`src/rtl/lsq_pkg.sv`:
```
// rtl/lsq_pkg.sv - shared LSQ types: controller FSM states, entry struct, opcodes
package lsq_pkg;

   // Default widths of an LSQ entry as seen by the queue itself
   localparam int LSQ_PC_WIDTH   = 12;
   localparam int LSQ_ADDR_WIDTH = 32;
   localparam int LSQ_DATA_WIDTH = 32;

   // is_load encoding used by both the queue and the memory controller
   localparam logic OP_STORE = 1'b0;
   localparam logic OP_LOAD  = 1'b1;

   typedef enum logic [1:0] {
      ST_IDLE = 2'd0,
      ST_REQ  = 2'd1,
      ST_WAIT = 2'd2,
      ST_WB   = 2'd3
   } lsq_state_e;

   typedef struct packed {
      logic                      is_load;
      logic [LSQ_PC_WIDTH-1:0]   pc;
      logic [LSQ_ADDR_WIDTH-1:0] addr;
      logic [LSQ_DATA_WIDTH-1:0] data;
   } lsq_entry_t;

   // Word accesses only: any set bit in the two low address bits is a fault
   function automatic logic addr_misaligned(input logic [1:0] low_bits);
      return low_bits != 2'b00;
   endfunction

endpackage

```
`src/rtl/lsq_mem_timer.sv`:
```
// rtl/lsq_mem_timer.sv - load response watchdog, counts cycles while start is high
module lsq_mem_timer #(
   parameter int TIMEOUT_CYCLES = 64
) (
   input  logic clk,
   input  logic rst,
   input  logic start,
   input  logic clear,
   output logic expired
);

   localparam int CW = $clog2(TIMEOUT_CYCLES + 1);

   logic [CW-1:0] cnt;

   // Fires on the last waiting cycle so the owner leaves exactly TIMEOUT_CYCLES after entry
   assign expired = start && (cnt == CW'(TIMEOUT_CYCLES - 1));

   // Cycle counter: cleared on entry to the wait, saturates once expired
   always_ff @(posedge clk) begin
      if (rst || clear) begin
         cnt <= '0;
      end else if (start && !expired) begin
         cnt <= cnt + 1'b1;
      end
   end

endmodule

```
`src/rtl/lsq_mem_ctrl.sv`:
```
// rtl/lsq_mem_ctrl.sv - LSQ head-entry memory controller; optional watchdog via LSQ_MEM_TIMEOUT_EN
module lsq_mem_ctrl
   import lsq_pkg::*;
#(
   parameter int PC_WIDTH       = 12,
   parameter int ADDR_WIDTH     = 32,
   parameter int DATA_WIDTH     = 32,
   parameter int TIMEOUT_CYCLES = 64
) (
   input  logic                  clk,
   input  logic                  rst,
   input  logic                  ent_valid,
   output logic                  ent_ready,
   input  logic                  ent_is_load,
   input  logic [PC_WIDTH-1:0]   ent_pc,
   input  logic [ADDR_WIDTH-1:0] ent_addr,
   input  logic [DATA_WIDTH-1:0] ent_data,
   output logic                  mem_req_valid,
   input  logic                  mem_req_ready,
   output logic                  mem_we,
   output logic [ADDR_WIDTH-1:0] mem_addr,
   output logic [DATA_WIDTH-1:0] mem_wdata,
   input  logic                  mem_rvalid,
   input  logic [DATA_WIDTH-1:0] mem_rdata,
   output logic                  wb_valid,
   input  logic                  wb_ready,
   output logic [PC_WIDTH-1:0]   wb_pc,
   output logic [DATA_WIDTH-1:0] wb_data,
   output logic                  wb_is_load,
   output logic                  wb_err
);

   lsq_state_e            state_q, state_d;
   logic                  is_load_q;
   logic                  we_q;
   logic [PC_WIDTH-1:0]   pc_q;
   logic [ADDR_WIDTH-1:0] addr_q;
   logic [DATA_WIDTH-1:0] data_q;
   logic [DATA_WIDTH-1:0] wb_data_q;
   logic                  wb_err_q;
   logic                  timeout;

`ifdef LSQ_MEM_TIMEOUT_EN
   lsq_mem_timer #(
      .TIMEOUT_CYCLES (TIMEOUT_CYCLES)
   ) u_timer (
      .clk     (clk),
      .rst     (rst),
      .start   (state_q == ST_WAIT),
      .clear   ((state_q == ST_REQ) && mem_req_ready),
      .expired (timeout)
   );
`else
   logic unused_timeout_cfg;
   assign unused_timeout_cfg = (TIMEOUT_CYCLES != 0);
   assign timeout = 1'b0;
`endif

   // Next-state logic; a response is only honoured once the FSM is in WAIT
   always_comb begin
      state_d = state_q;
      case (state_q)
         ST_IDLE: if (ent_valid) state_d = addr_misaligned(ent_addr[1:0]) ? ST_WB : ST_REQ;
         ST_REQ:  if (mem_req_ready) state_d = is_load_q ? ST_WAIT : ST_WB;
         ST_WAIT: if (mem_rvalid || timeout) state_d = ST_WB;
         ST_WB:   if (wb_ready) state_d = ST_IDLE;
         default: state_d = ST_IDLE;
      endcase
   end

   // State register and the latched entry / completion payload
   always_ff @(posedge clk) begin
      if (rst) begin
         state_q   <= ST_IDLE;
         is_load_q <= 1'b0;
         we_q      <= 1'b0;
         pc_q      <= '0;
         addr_q    <= '0;
         data_q    <= '0;
         wb_data_q <= '0;
         wb_err_q  <= 1'b0;
      end else begin
         state_q <= state_d;
         case (state_q)
            ST_IDLE: begin
               if (ent_valid) begin
                  is_load_q <= ent_is_load;
                  we_q      <= (ent_is_load == OP_STORE);
                  pc_q      <= ent_pc;
                  addr_q    <= ent_addr;
                  data_q    <= (ent_is_load == OP_LOAD) ? '0 : ent_data;
                  wb_data_q <= '0;
                  wb_err_q  <= addr_misaligned(ent_addr[1:0]);
               end
            end
            ST_WAIT: begin
               if (mem_rvalid) begin
                  wb_data_q <= mem_rdata;
               end else if (timeout) begin
                  wb_err_q  <= 1'b1;
               end
            end
            default: ;
         endcase
      end
   end

   assign ent_ready     = (state_q == ST_IDLE) && !rst;
   assign mem_req_valid = (state_q == ST_REQ);
   assign mem_we        = we_q;
   assign mem_addr      = addr_q;
   assign mem_wdata     = data_q;
   assign wb_valid      = (state_q == ST_WB);
   assign wb_pc         = pc_q;
   assign wb_data       = wb_data_q;
   assign wb_is_load    = is_load_q;
   assign wb_err        = wb_err_q;

endmodule

```
`config.mk`:
```
export PLATFORM = sky130hd
export DESIGN_NAME = lsq_mem_ctrl
export DESIGN_NICKNAME = d
export VERILOG_FILES = /design/src/rtl/lsq_pkg.sv /design/src/rtl/lsq_mem_timer.sv /design/src/rtl/lsq_mem_ctrl.sv
export SDC_FILE = /design/constraint.sdc
export NUM_CORES = 1
export LEC_CHECK = 0
export ABC_CLOCK_PERIOD_IN_PS = 2000
export CAP_MARGIN = 5
export CORE_ASPECT_RATIO = 0.75
export CORE_MARGIN = 5
export CORE_UTILIZATION = 39
export DETAILED_ROUTE_END_ITERATION = 10
export PLACE_DENSITY = 0.81
export SKIP_CTS_REPAIR_TIMING = 1
export SYNTH_ARGS = -nofsm -noshare
export SYNTH_HDL_FRONTEND = slang
export SYNTH_HIERARCHICAL = 1
export SYNTH_SLANG_ARGS = --single-unit
export TNS_END_PERCENT = 10
```
`constraint.sdc`:
```
create_clock -name clk -period 2 [get_ports clk]
set_input_delay 0.6 -clock clk [delete_from_list [all_inputs] [get_ports clk]]
set_output_delay 0.6 -clock clk [all_outputs]
set_load 0.005 [all_outputs]
```
==> results of run 1 <==
## metal layers
metal	wire [um]	share of wire (%)	global-route usage [%]	up-vias
met1	5240	38	22.5	1949
met2	6830	50	35.7	171
li1	-	-	-	2061
met3	1450	10	9.23	20
met4	279	2.0	8.71	0
met5	0	0	0	-
## flip-flops by register name, indices dropped and copies added, names as in the netlist
signal / count
wb_err: 1
wb_is_load: 1
mem_we: 1
mem_wdata: 32
wb_data: 32
wb_pc: 12
state_q: 2
mem_addr: 32
## synth_stat cells, types with 2 or more instances
library cell	count
sky130_fd_sc_hd__clkbuf_1	12
sky130_fd_sc_hd__nor2_1	36
sky130_fd_sc_hd__a21oi_1	80
sky130_fd_sc_hd__nor2b_1	2
sky130_fd_sc_hd__buf_4	2
sky130_fd_sc_hd__buf_2	15
sky130_fd_sc_hd__buf_6	4
sky130_fd_sc_hd__nand2_1	124
sky130_fd_sc_hd__nand3b_1	32
sky130_fd_sc_hd__buf_1	7
sky130_fd_sc_hd__a22oi_1	22
sky130_fd_sc_hd__inv_1	3
sky130_fd_sc_hd__a22oi_2	10
sky130_fd_sc_hd__nand2b_1	3
sky130_fd_sc_hd__dfxtp_1	113
sky130_fd_sc_hd__o21ai_0	2
sky130_fd_sc_hd__ha_1	6
## cell type report
cell class | count | area, um^2 | area share [%]
Clock buffer | 19 | 443 | 6.11
Clock inverter | 13 | 186 | 2.57
Inverter | 3 | 11.3 | 0.155
Multi-Input combinational cell | 324 | 1700 | 23.5
Sequential cell | 113 | 2260 | 31.2
Tap cell | 136 | 170 | 2.35
Timing Repair Buffer | 245 | 2480 | 34.2
## cell families after synthesis
group	after synthesis	synth area share [%]
AO/OA/AOI/OAI	118	17.5
flip-flops	113	54.1
adder cells (fa/ha/maj)	6	1.80
buffers and inverters	43	5.21
AND/OR/NAND/NOR	200	21.3
## power groups by stage
stage	Sequential, mW	Clock, mW	Combinational [mW]
after floorplan	2.78	0	1.22
after global placement	2.74	0	2.48
after detailed placement	2.76	0	2.54
after CTS	2.72	3.23	2.56
after global routing	2.75	3.35	2.76
final	2.72	3.16	2.52
## stage by stage
stage | TNS, ns | instances | worst slack, ns
after floorplan | 0 | 480 | 0.384
after global placement | -0.0315 | 821 | -0.00817
after detailed placement | -1.01 | 821 | -0.0783
after CTS | -0.674 | 853 | -0.325
after global routing | 0 | 853 | 0.00340
final | 0 | 853 | 0.0918
## layout by cell type (no fill, tap or decap), types with 2 or more instances in the layout
cell	n
sky130_fd_sc_hd__nand2b_1	3
sky130_fd_sc_hd__a22oi_2	10
sky130_fd_sc_hd__clkbuf_16	17
sky130_fd_sc_hd__inv_1	3
sky130_fd_sc_hd__buf_4	13
sky130_fd_sc_hd__buf_12	5
sky130_fd_sc_hd__bufinv_16	4
sky130_fd_sc_hd__clkdlybuf4s50_1	224
sky130_fd_sc_hd__nand3b_1	32
sky130_fd_sc_hd__dlymetal6s2s_1	3
sky130_fd_sc_hd__nor2b_1	2
sky130_fd_sc_hd__o21ai_0	2
sky130_fd_sc_hd__a21oi_1	80
sky130_fd_sc_hd__a22oi_1	22
sky130_fd_sc_hd__nor2_1	36
sky130_fd_sc_hd__ha_1	6
sky130_fd_sc_hd__dfxtp_1	113
sky130_fd_sc_hd__nand2_1	123
sky130_fd_sc_hd__clkinvlp_4	7
## critical path, stage by stage, from the launching register on
cell	delay (ns)
sky130_fd_sc_hd__dfxtp_1	0.31
sky130_fd_sc_hd__inv_1	0.12
sky130_fd_sc_hd__ha_1	0.17
sky130_fd_sc_hd__nor2b_1	0.13
sky130_fd_sc_hd__dlymetal6s2s_1	0.18
## how the worst min path moves through the flow
stage,cells past startpoint,endpoint,slack (ns)
finish,2,mem_wdata[21]$_SDFFE_PP0P_,0.45
global route,2,mem_wdata[25]$_SDFFE_PP0P_,0.47
CTS,2,mem_wdata[21]$_SDFFE_PP0P_,0.45
detailed placement,2,mem_wdata[21]$_SDFFE_PP0P_,0.44
global placement,2,mem_wdata[31]$_SDFFE_PP0P_,0.44
floorplan,2,mem_wdata[0]$_SDFFE_PP0P_,0.45
==> Implementation_results.wiki, run 1 <==
{| class="wikitable"
! Metric !! Value
|-
| Max_slew headroom || about two thirds
|-
| Post-CTS clock slew at the launch and capture registers of the worst setup and hold paths || roughly 0.050 ns
|-
| CTS buffer count || 17
|-
| Post-synthesis cell count || 480
|-
| CTS tree || built
|-
| Syn_nets || roughly 600
|-
| Switching power share of the total || 28.9%
|-
| Maximum capacitance violations || 0
|-
| Fin. max-slew vios || 0
|-
| DRC errors left || 0
|-
| Largest buffer count on any clock path || 2
|-
| Worst Setup SP || state_q[1]$_SDFFE_PP0P_
|-
| CP Data Arrival Time || approximately 1.3 ns
|-
| Worst clock skew || a little over 0.007 ns
|-
| Via count of the routed design || roughly 4200
|-
| Standard-cell rows || 32
|-
| Clock insertion delay at the later pin of the skew report || around 0.40 ns
|-
| Part of the cycle the worst path needs || approximately 95%
|-
| Number of buffers added on ports || 228
|-
| Antenna violations before repair || 0
|-
| Critical R2R Capture || mem_wdata[4]$_SDFFE_PP0P_
|-
| Final Hold Slack || around 0.45 ns
|-
| Nature of the critical path startpoint || flop
|-
| Final setup violation count || 0
|-
| Leakage power figure || around 2.7 nW
|-
| Run status || finished, final reports clean
|-
| Internal power consumption || 5.97 mW
|-
| Wire length per cell || 16.2 um
|-
| Startpoint-to-endpoint class of the critical path || flop to output port
|-
| Max FO, Critical Path || 4
|-
| Pin count of the biggest net entering global routing || between 50 and 60
|-
| Worst Tran Pin Value || 0.524 ns
|-
| Synth Area per Inst || around 8.7 um^2
|-
| Worst-case reg-to-reg path depth || 7
|-
| Clk pwr share || roughly 38%
|-
| Final non-filler cell area || ~7300 um^2
|-
| Routability congestion estimate from global placement || a little over 0.9
|-
| Yosys warnings || 6
|-
| # fillers || between 700 and 800
|-
| Power Total || 8.40 mW
|-
| Distinct cell type count after synthesis || 24
|-
| Number of sinks driven by the clock tree || between 100 and 150
|-
| Portion of total power attributed to combinational logic || 30.0%
|-
| Capture point of the critical path || ent_ready
|-
| GRT Util Overall || around a fifth
|-
| GR Overflow Total || 0
|-
| Area grow syn2layout || 73.6%
|-
| P per Cell Area || 1160 nW/um^2
|-
| Fraction of final layout cells with drive strength greater than 1 || under 10%
|-
| Area share of the leading cell type in the synthesized netlist || ~54%
|-
| Seq cells post-synth || ~110
|-
| Launch point of the worst reg-to-reg path || state_q[1]$_SDFFE_PP0P_
|-
| Wire length of the first global-routing pass || roughly 21 mm
|-
| Power spent charging and discharging nets || about 2.4 mW
|-
| Relative contribution of sequential cells to total power || between 30% and 40%
|-
| Hold path startpoint || mem_wdata[21]$_SDFFE_PP0P_
|-
| Net count, final || ~830
|-
| Post-placement cell area || about 6600 um^2
|-
| Crit. End Element || output port
|-
| Total routed wirelength || ~14 mm
|-
| Post-Route Utilization || 69.9%
|-
| Ys async rst share || 0%
|-
| Ratio of routed vias to standard cells || 4.92
|-
| Post-DRT Antenna Nets || 0
|-
| Hold violation count in the final report || 0
|-
| Iter 0 DRT Violations || 186
|-
| Number of enable-type register cells in the synthesized netlist || 0
|-
| Via count of the first global-routing pass || around 4300
|-
| H-tree Lvls || 4
|-
| Core area || between 10000 and 15000 um^2
|-
| Starting Density || 40.3%
|-
| # diodes || 0
|-
| Final HPWL from detailed placement || about 10 mm
|-
| Number of iterations in the first detailed-routing pass || 4
|-
| Total standard cell area after synthesis || approximately 4200 um^2
|-
| Vertical die dimension || 99.6 um
|-
| Area of the die || around 13000 um^2
|-
| Library cell occupying the most area in the post-synthesis netlist || sky130_fd_sc_hd__dfxtp_1
|-
| Max IR drop VDD || 0.602 mV
|-
| Shortest clock period the worst path allows after layout || between 1.5 and 2 ns
|-
| Synth area leaders || sky130_fd_sc_hd__dfxtp_1, sky130_fd_sc_hd__nand2_1, sky130_fd_sc_hd__a21oi_1
|-
| Highest attainable clock frequency || 524 MHz
|-
| Unrepaired setup endpoints after global routing || no
|-
| Min-Delay Path Class || flop to flop
|-
| Data required time at the worst endpoint || 1.40 ns
|-
| Total I/O pin count || about 230
|-
| Root buffer cell || sky130_fd_sc_hd__clkbuf_16
|-
| Commonest register cell after synthesis || sky130_fd_sc_hd__dfxtp_1
|-
| Sequential area share after synthesis || between 50% and 60%
|-
| Die Wd || 130 um
|-
| Worst reg2reg setup slack || 0.36 ns
|}
No activity file was read; power rests on OpenSTA's default activity.
==> inputs of run 2 (changes only) <==
ABC_CLOCK_PERIOD_IN_PS = 1900   (was 2000)
clock period = 1.9 ns   (was 2 ns; I/O delays follow)
==> Implementation_results.wiki, run 2 (synthesis results as in run 1) <==
{| class="wikitable"
! Metric !! Value
|-
| Run status || finished, final reports clean
|-
| Relative contribution of sequential cells to total power || 33.5% (+1.1 points)
|-
| # diodes || 0 (unchanged)
|-
| Worst path slowest cell || sky130_fd_sc_hd__clkdlybuf4s50_1
|-
| Vertical die dimension || 99.6 um (unchanged)
|-
| Switching power share of the total || 29.5% (+0.60 points)
|-
| Setup total negative slack || 0 ns (unchanged)
|-
| Highest attainable clock frequency || 533 MHz
|-
| Area of the die || 12900 um^2 (unchanged)
|-
| Wire length of the first global-routing pass || 21.2 mm (-0.13%)
|-
| Post-Route Utilization || 69.8% (-0.16 points)
|-
| Max FO, Critical Path || 2 (-2)
|-
| Clock insertion delay at the later pin of the skew report || 0.41 ns (about the same)
|-
| Max_slew headroom || 54.9% (-10 points)
|-
| P per Cell Area || 1190 nW/um^2 (+2.5%)
|-
| Largest buffer count on any clock path || 2 (unchanged)
|-
| Number of iterations in the first detailed-routing pass || 4 (unchanged)
|-
| DRC errors left || 0 (unchanged)
|-
| GR Overflow Total || 0 (unchanged)
|-
| Most common cell after layout, fill and taps aside || sky130_fd_sc_hd__clkdlybuf4s50_1
|-
| Part of the cycle the worst path needs || a little over nine tenths
|-
| Via count of the routed design || 4227 (+0.62%)
|-
| Fraction of final layout cells with drive strength greater than 1 || 9.44% (+0.80 points)
|-
| Final non-filler cell area || 7240 um^2 (-0.22%)
|-
| Ratio of routed vias to standard cells || 4.94 (+0.27%)
|-
| Number of buffers added on ports || 228 (unchanged)
|-
| Internal power consumption || 6.05 mW (+1.4%)
|-
| Min-Delay Path Class || flop to flop
|-
| Total routed wirelength || 13.7 mm (-0.57%)
|-
| Root buffer cell || sky130_fd_sc_hd__clkbuf_16
|-
| Hold violation count in the final report || 0 (unchanged)
|-
| Area grow syn2layout || 73.2%
|-
| Kind of cell adding the most delay to the critical path || buffers and inverters
|-
| Starting Density || 40.3% (unchanged)
|-
| Net count, final || 828 (+0.36%)
|-
| Max IR drop VDD || 0.598 mV (-0.62%)
|-
| Fin. max-slew vios || 0 (unchanged)
|-
| Via count of the first global-routing pass || 4239 (-0.61%)
|-
| Data required time at the worst endpoint || 1.33 ns (-0.07 ns)
|-
| Iter 0 DRT Violations || 229 (+23%)
|-
| Maximum single-stage delay on the critical path || 0.55 ns (+0.24 ns)
|-
| Wire length per cell || 16.0 um (-0.91%)
|-
| Buffering stage count on the worst path with inverters included || 1 (-1)
|-
| GRT Util Overall || 21.0% (+0.11 points)
|-
| Standard-cell rows || 32 (unchanged)
|-
| Number of sinks driven by the clock tree || 113 (unchanged)
|-
| Core area || 10400 um^2 (unchanged)
|-
| Cell-by-cell listing of the critical path || clkdlybuf4s50_1
|-
| Post-CTS clock slew at the launch and capture registers of the worst setup and hold paths || 0.05 ns (about the same)
|-
| Antenna violations before repair || 0 (unchanged)
|-
| Nature of the critical path startpoint || flop
|-
| CTS buffer count || 17 (unchanged)
|-
| Worst clock skew || 0.0110 ns (+0.00389 ns)
|-
| Die Wd || 130 um (unchanged)
|-
| Startpoint-to-endpoint class of the critical path || flop to output port
|-
| Portion of total power attributed to combinational logic || 31.1% (+1.1 points)
|-
| Worst Tran Pin Value || 0.676 ns (+0.152 ns)
|-
| Post-placement cell area || 6640 um^2 (+0.34%)
|-
| CP Data Arrival Time || 1.31 ns (about the same)
|-
| Unrepaired setup endpoints after global routing || yes
|-
| Leakage power figure || 2.84 nW (+6.7%)
|-
| Power spent charging and discharging nets || 2.54 mW (+4.4%)
|-
| Routability congestion estimate from global placement || 0.912 (-1.0%)
|-
| CTS tree || built
|-
| Maximum capacitance violations || 0 (unchanged)
|-
| Final Hold Slack || 0.448 ns (-0.00243 ns)
|-
| Pin count of the biggest net entering global routing || 65 (+14%)
|-
| H-tree Lvls || 4 (unchanged)
|-
| Shortest clock period the worst path allows after layout || approximately 1.9 ns
|-
| Crit. End Element || output port
|-
| Post-DRT Antenna Nets || 0 (unchanged)
|-
| Clk pwr share || 35.4% (-2.2 points)
|-
| Final setup violation count || 0 (unchanged)
|-
| Most used cells in the layout excluding fill and tap cells || sky130_fd_sc_hd__clkdlybuf4s50_1, sky130_fd_sc_hd__nand2_1, sky130_fd_sc_hd__dfxtp_1, sky130_fd_sc_hd__a21oi_1, sky130_fd_sc_hd__nor2_1
|-
| Total I/O pin count || 229 (unchanged)
|-
| Final HPWL from detailed placement || 9.94 mm (-1.5%)
|}
run 2: cell count changes in the layout (fill, tap and decap cells not counted), sizes merged:
cell           previous run  this run
buf                      18        21
bufinv                    4         2
clkbuf                   19        23
clkdlybuf4s50           224       213
clkinv                    2         6
clkinvlp                  7         3
dlymetal6s2s              3        12
run 2: cell type report:
type                            instances  area, um^2
Clock inverter                         11         113
Clock buffer                           21         460
Tap cell                              136         170
Fill cell                             768        3130
Inverter                                3        11.3
Sequential cell                       113        2270
Multi-Input combinational cell        324        1700
Timing Repair Buffer                  248        2510
run 2: worst paths after layout:
check | cells after the start | from | slack, ns | endpoint
worst max-delay path | 1 | mem_addr[12]$_SDFFE_PP0P_ | 0.02 | mem_addr[12]
worst min-delay path | 2 | mem_wdata[30]$_SDFFE_PP0P_ | 0.45 | mem_wdata[30]$_SDFFE_PP0P_
worst max register to register | 7 | state_q[0]$_SDFFE_PP0P_ | 0.26 | state_q[0]$_SDFFE_PP0P_
worst min register to register | 2 | mem_wdata[30]$_SDFFE_PP0P_ | 0.45 | mem_wdata[30]$_SDFFE_PP0P_
run 2: per-stage QoR:
stage	power (mW)	std cells	setup slack, ns
CTS	8.70	856	-0.427
floorplan	4.21	480	0.344
global placement	5.52	824	-0.0752
finish	8.59	856	0.0250
detailed placement	5.62	824	-0.127
global route	9.08	856	-0.0398
run 2: routing by layer:
metal	vias up	track usage (%)	part of all wire (%)
met2	190	35.1	49
met3	26	10.9	12
li1	2063	-	-
met5	-	0	0
met4	0	7.59	2.2
met1	1948	22.8	37
run 2: power by group through the flow:
stage                     registers [mW]  logic, mW  clock network [mW]
after floorplan                     2.93       1.28                   0
after global placement              2.90       2.63                   0
after detailed placement            2.91       2.71                   0
after CTS                           2.87       2.73                3.10
after global routing                2.92       2.92                3.24
final                               2.88       2.67                3.04
==> inputs of run 3 (changes only) <==
ABC_CLOCK_PERIOD_IN_PS = 2200   (was 1900)
CORE_UTILIZATION = 42   (was 39)
PLACE_DENSITY = 0.86   (was 0.81)
clock period = 2.2 ns   (was 1.9 ns; I/O delays follow)
==> Implementation_results.wiki, run 3 (synthesis results as in run 1) <==
{| class="wikitable"
! Metric !! Value
|-
| Worst-case reg-to-reg path depth || 8 (+1)
|-
| Standard-cell rows || 31 (-3.1%)
|-
| Non-filler instance count after layout || 844 (-1.4%)
|-
| CTS buffer count || 17 (unchanged)
|-
| Most used cells in the layout excluding fill and tap cells || sky130_fd_sc_hd__clkdlybuf4s50_1, sky130_fd_sc_hd__nand2_1, sky130_fd_sc_hd__dfxtp_1, sky130_fd_sc_hd__a21oi_1, sky130_fd_sc_hd__nor2_1
|-
| Post-placement cell area || 6570 um^2 (-0.98%)
|-
| Worst clock skew || 0.0113 ns (+0.000255 ns)
|-
| Total area of multi-input combinational cells || 1710 um^2 (+0.15%)
|-
| Nature of the critical path startpoint || flop
|-
| Core area || 9700 um^2 (-6.5%)
|-
| Portion of total power attributed to combinational logic || 29.5% (-1.6 points)
|-
| Cell-by-cell listing of the critical path || inv_1 > ha_1 > nor2b_1 > dlymetal6s2s_1
|-
| Post-DRT Antenna Nets || 0 (unchanged)
|-
| Power spent charging and discharging nets || 2.21 mW (-13%)
|-
| Final non-filler cell area || 7210 um^2 (-0.31%)
|-
| Number of iterations in the first detailed-routing pass || 4 (unchanged)
|-
| DRC errors left || 0 (unchanged)
|-
| Fraction of final layout cells with drive strength greater than 1 || 8.57% (-0.88 points)
|-
| Root buffer cell || sky130_fd_sc_hd__clkbuf_16
|-
| Fin. max-slew vios || 0 (unchanged)
|-
| Power Total || 7.60 mW (-12%)
|-
| Total I/O pin count || 229 (unchanged)
|-
| Shortest clock period the worst path allows after layout || ~2.1 ns
|-
| Total area of sequential cells || 2260 um^2 (-0.11%)
|-
| Number of buffers added on ports || 228 (unchanged)
|-
| Crit. End Element || output port
|-
| Routability congestion estimate from global placement || 0.799 (-12%)
|-
| Final Hold Slack || 0.448 ns (-0.000351 ns)
|-
| Total routed wirelength || 13.8 mm (+0.66%)
|-
| Largest buffer count on any clock path || 2 (unchanged)
|-
| Starting Density || 43.1% (+2.8 points)
|-
| Via count of the routed design || 4218 (-0.21%)
|-
| Ratio of routed vias to standard cells || 5.00 (+1.2%)
|-
| Critical Path Stages || 4 (+3)
|-
| Startpoint-to-endpoint class of the critical path || flop to output port
|-
| Final setup violation count || 0 (unchanged)
|-
| Worst Setup SP || state_q[0]$_SDFFE_PP0P_
|-
| Critical R2R Capture || wb_data[30]$_SDFFE_PP0P_
|-
| Launch point of the worst reg-to-reg path || state_q[0]$_SDFFE_PP0P_
|-
| Leakage power figure || 2.65 nW (-6.5%)
|-
| Most common cell after layout, fill and taps aside || sky130_fd_sc_hd__clkdlybuf4s50_1
|-
| Via count of the first global-routing pass || 4336 (+2.3%)
|-
| Maximum single-stage delay on the critical path || 0.34 ns (-0.21 ns)
|-
| Worst Tran Pin Value || 0.503 ns (-0.173 ns)
|-
| Highest attainable clock frequency || 482 MHz
|-
| Max_slew headroom || 66.5% (+12 points)
|-
| Worst reg2reg setup slack || 0.49 ns (+0.23 ns)
|-
| Unrepaired setup endpoints after global routing || no
|-
| Hold violation count in the final report || 0 (unchanged)
|-
| Capture point of the critical path || ent_ready
|-
| Area grow syn2layout || 72.6%
|-
| # fillers || 708 (-7.8%)
|-
| Part of the cycle the worst path needs || 94.2%
|-
| H-tree Lvls || 4 (unchanged)
|-
| Vertical die dimension || 96.4 um (-3.3%)
|-
| Kind of cell adding the most delay to the critical path || flip-flops
|-
| Maximum capacitance violations || 0 (unchanged)
|-
| Max IR drop VDD || 0.672 mV (+12%)
|-
| Data required time at the worst endpoint || 1.54 ns (+0.21 ns)
|-
| Inst Count DP || 812 (-1.5%)
|-
| Max FO, Critical Path || 5 (+3)
|-
| Clock insertion delay at the later pin of the skew report || 0.40 ns (about the same)
|-
| Buffering stage count on the worst path with inverters included || 2 (+1)
|-
| # diodes || 0 (unchanged)
|-
| Run status || finished, final reports clean
|-
| Iter 0 DRT Violations || 192 (-16%)
|-
| Antenna violations before repair || 0 (unchanged)
|-
| Final HPWL from detailed placement || 9.63 mm (-3.1%)
|-
| Wire length of the first global-routing pass || 21.5 mm (+1.8%)
|-
| Switching power share of the total || 29.1% (-0.48 points)
|-
| Number of sinks driven by the clock tree || 113 (unchanged)
|-
| Die Wd || 125 um (-3.4%)
|-
| GR Overflow Total || 0 (unchanged)
|-
| Post-Route Utilization || 74.4% (+4.6 points)
|-
| P per Cell Area || 1050 nW/um^2 (-11%)
|-
| Min-Delay Path Class || flop to flop
|-
| Internal power consumption || 5.39 mW (-11%)
|-
| GRT Util Overall || 22.5% (+1.5 points)
|-
| Pin count of the biggest net entering global routing || 114 (+75%)
|-
| CP Data Arrival Time || 1.41 ns (+0.10 ns)
|-
| Clk pwr share || 37.7% (+2.3 points)
|-
| Worst path slowest cell || sky130_fd_sc_hd__dfxtp_2
|-
| Area of the die || 12100 um^2 (-6.5%)
|-
| Wire length per cell || 16.4 um (+2.1%)
|-
| Relative contribution of sequential cells to total power || 32.8% (-0.7 points)
|-
| Post-CTS clock slew at the launch and capture registers of the worst setup and hold paths || 0.05 ns (about the same)
|-
| Net count, final || 820 (-0.97%)
|-
| CTS tree || built
|}
-- run 3: power by group through the flow --
stage / Combinational, mW / Sequential, mW / Clock (mW)
2_1_floorplan: 1.11 / 2.53 / 0
3_3_place_gp: 2.20 / 2.50 / 0
3_5_place_dp: 2.25 / 2.52 / 0
4_1_cts: 2.28 / 2.48 / 2.91
5_1_grt: 2.46 / 2.52 / 3.02
6_report: 2.24 / 2.49 / 2.86
-- run 3: metal layers --
metal | up-vias | share of wire [%] | global-route usage, %
met5 | - | 0 | 0
li1 | 2047 | - | -
met4 | 0 | 1.5 | 8.48
met2 | 174 | 51 | 40.2
met1 | 1979 | 39 | 23.5
met3 | 18 | 9.1 | 10.6
-- run 3: area by class of cell --
type                    instances  area share [%]
repair buffers                240            33.8
flip-flops and latches        113            31.4
multi-input cells             324            23.6
clock buffers                  18            6.09
clock inverters                14            2.62
well taps                     132            2.29
inverters                       3           0.156
-- run 3: metrics by stage --
| step | worst slack, ns | setup TNS, ns |
|---|---|---|
| after floorplan | 0.464 | 0 |
| after global placement | -0.00592 | -0.00592 |
| final | 0.127 | 0 |
| after CTS | -0.319 | -0.455 |
| after detailed placement | -0.0189 | -0.0189 |
| after global routing | 0.0126 | 0 |
-- run 3: worst min-delay path by stage --
stage / startpoint / end / slack, ns / depth (start not counted)
2_1_floorplan: mem_wdata[0]$_SDFFE_PP0P_ / mem_wdata[0]$_SDFFE_PP0P_ / 0.45 / 2
3_3_place_gp: mem_wdata[28]$_SDFFE_PP0P_ / mem_wdata[28]$_SDFFE_PP0P_ / 0.44 / 2
3_5_place_dp: mem_wdata[26]$_SDFFE_PP0P_ / mem_wdata[26]$_SDFFE_PP0P_ / 0.44 / 2
4_1_cts: mem_wdata[26]$_SDFFE_PP0P_ / mem_wdata[26]$_SDFFE_PP0P_ / 0.45 / 2
5_1_grt: mem_addr[0]$_SDFFE_PP0P_ / mem_addr[0]$_SDFFE_PP0P_ / 0.47 / 2
6_report: mem_wdata[31]$_SDFFE_PP0P_ / mem_wdata[31]$_SDFFE_PP0P_ / 0.45 / 2
-- run 3: worst min-delay path, delay by kind of cell, from the launching register on --
| kind | cells | cell delay [ns] |
|---|---|---|
| flops | 1 | 0.30 |
| simple gates | 1 | 0.05 |
| compound gates | 1 | 0.05 |
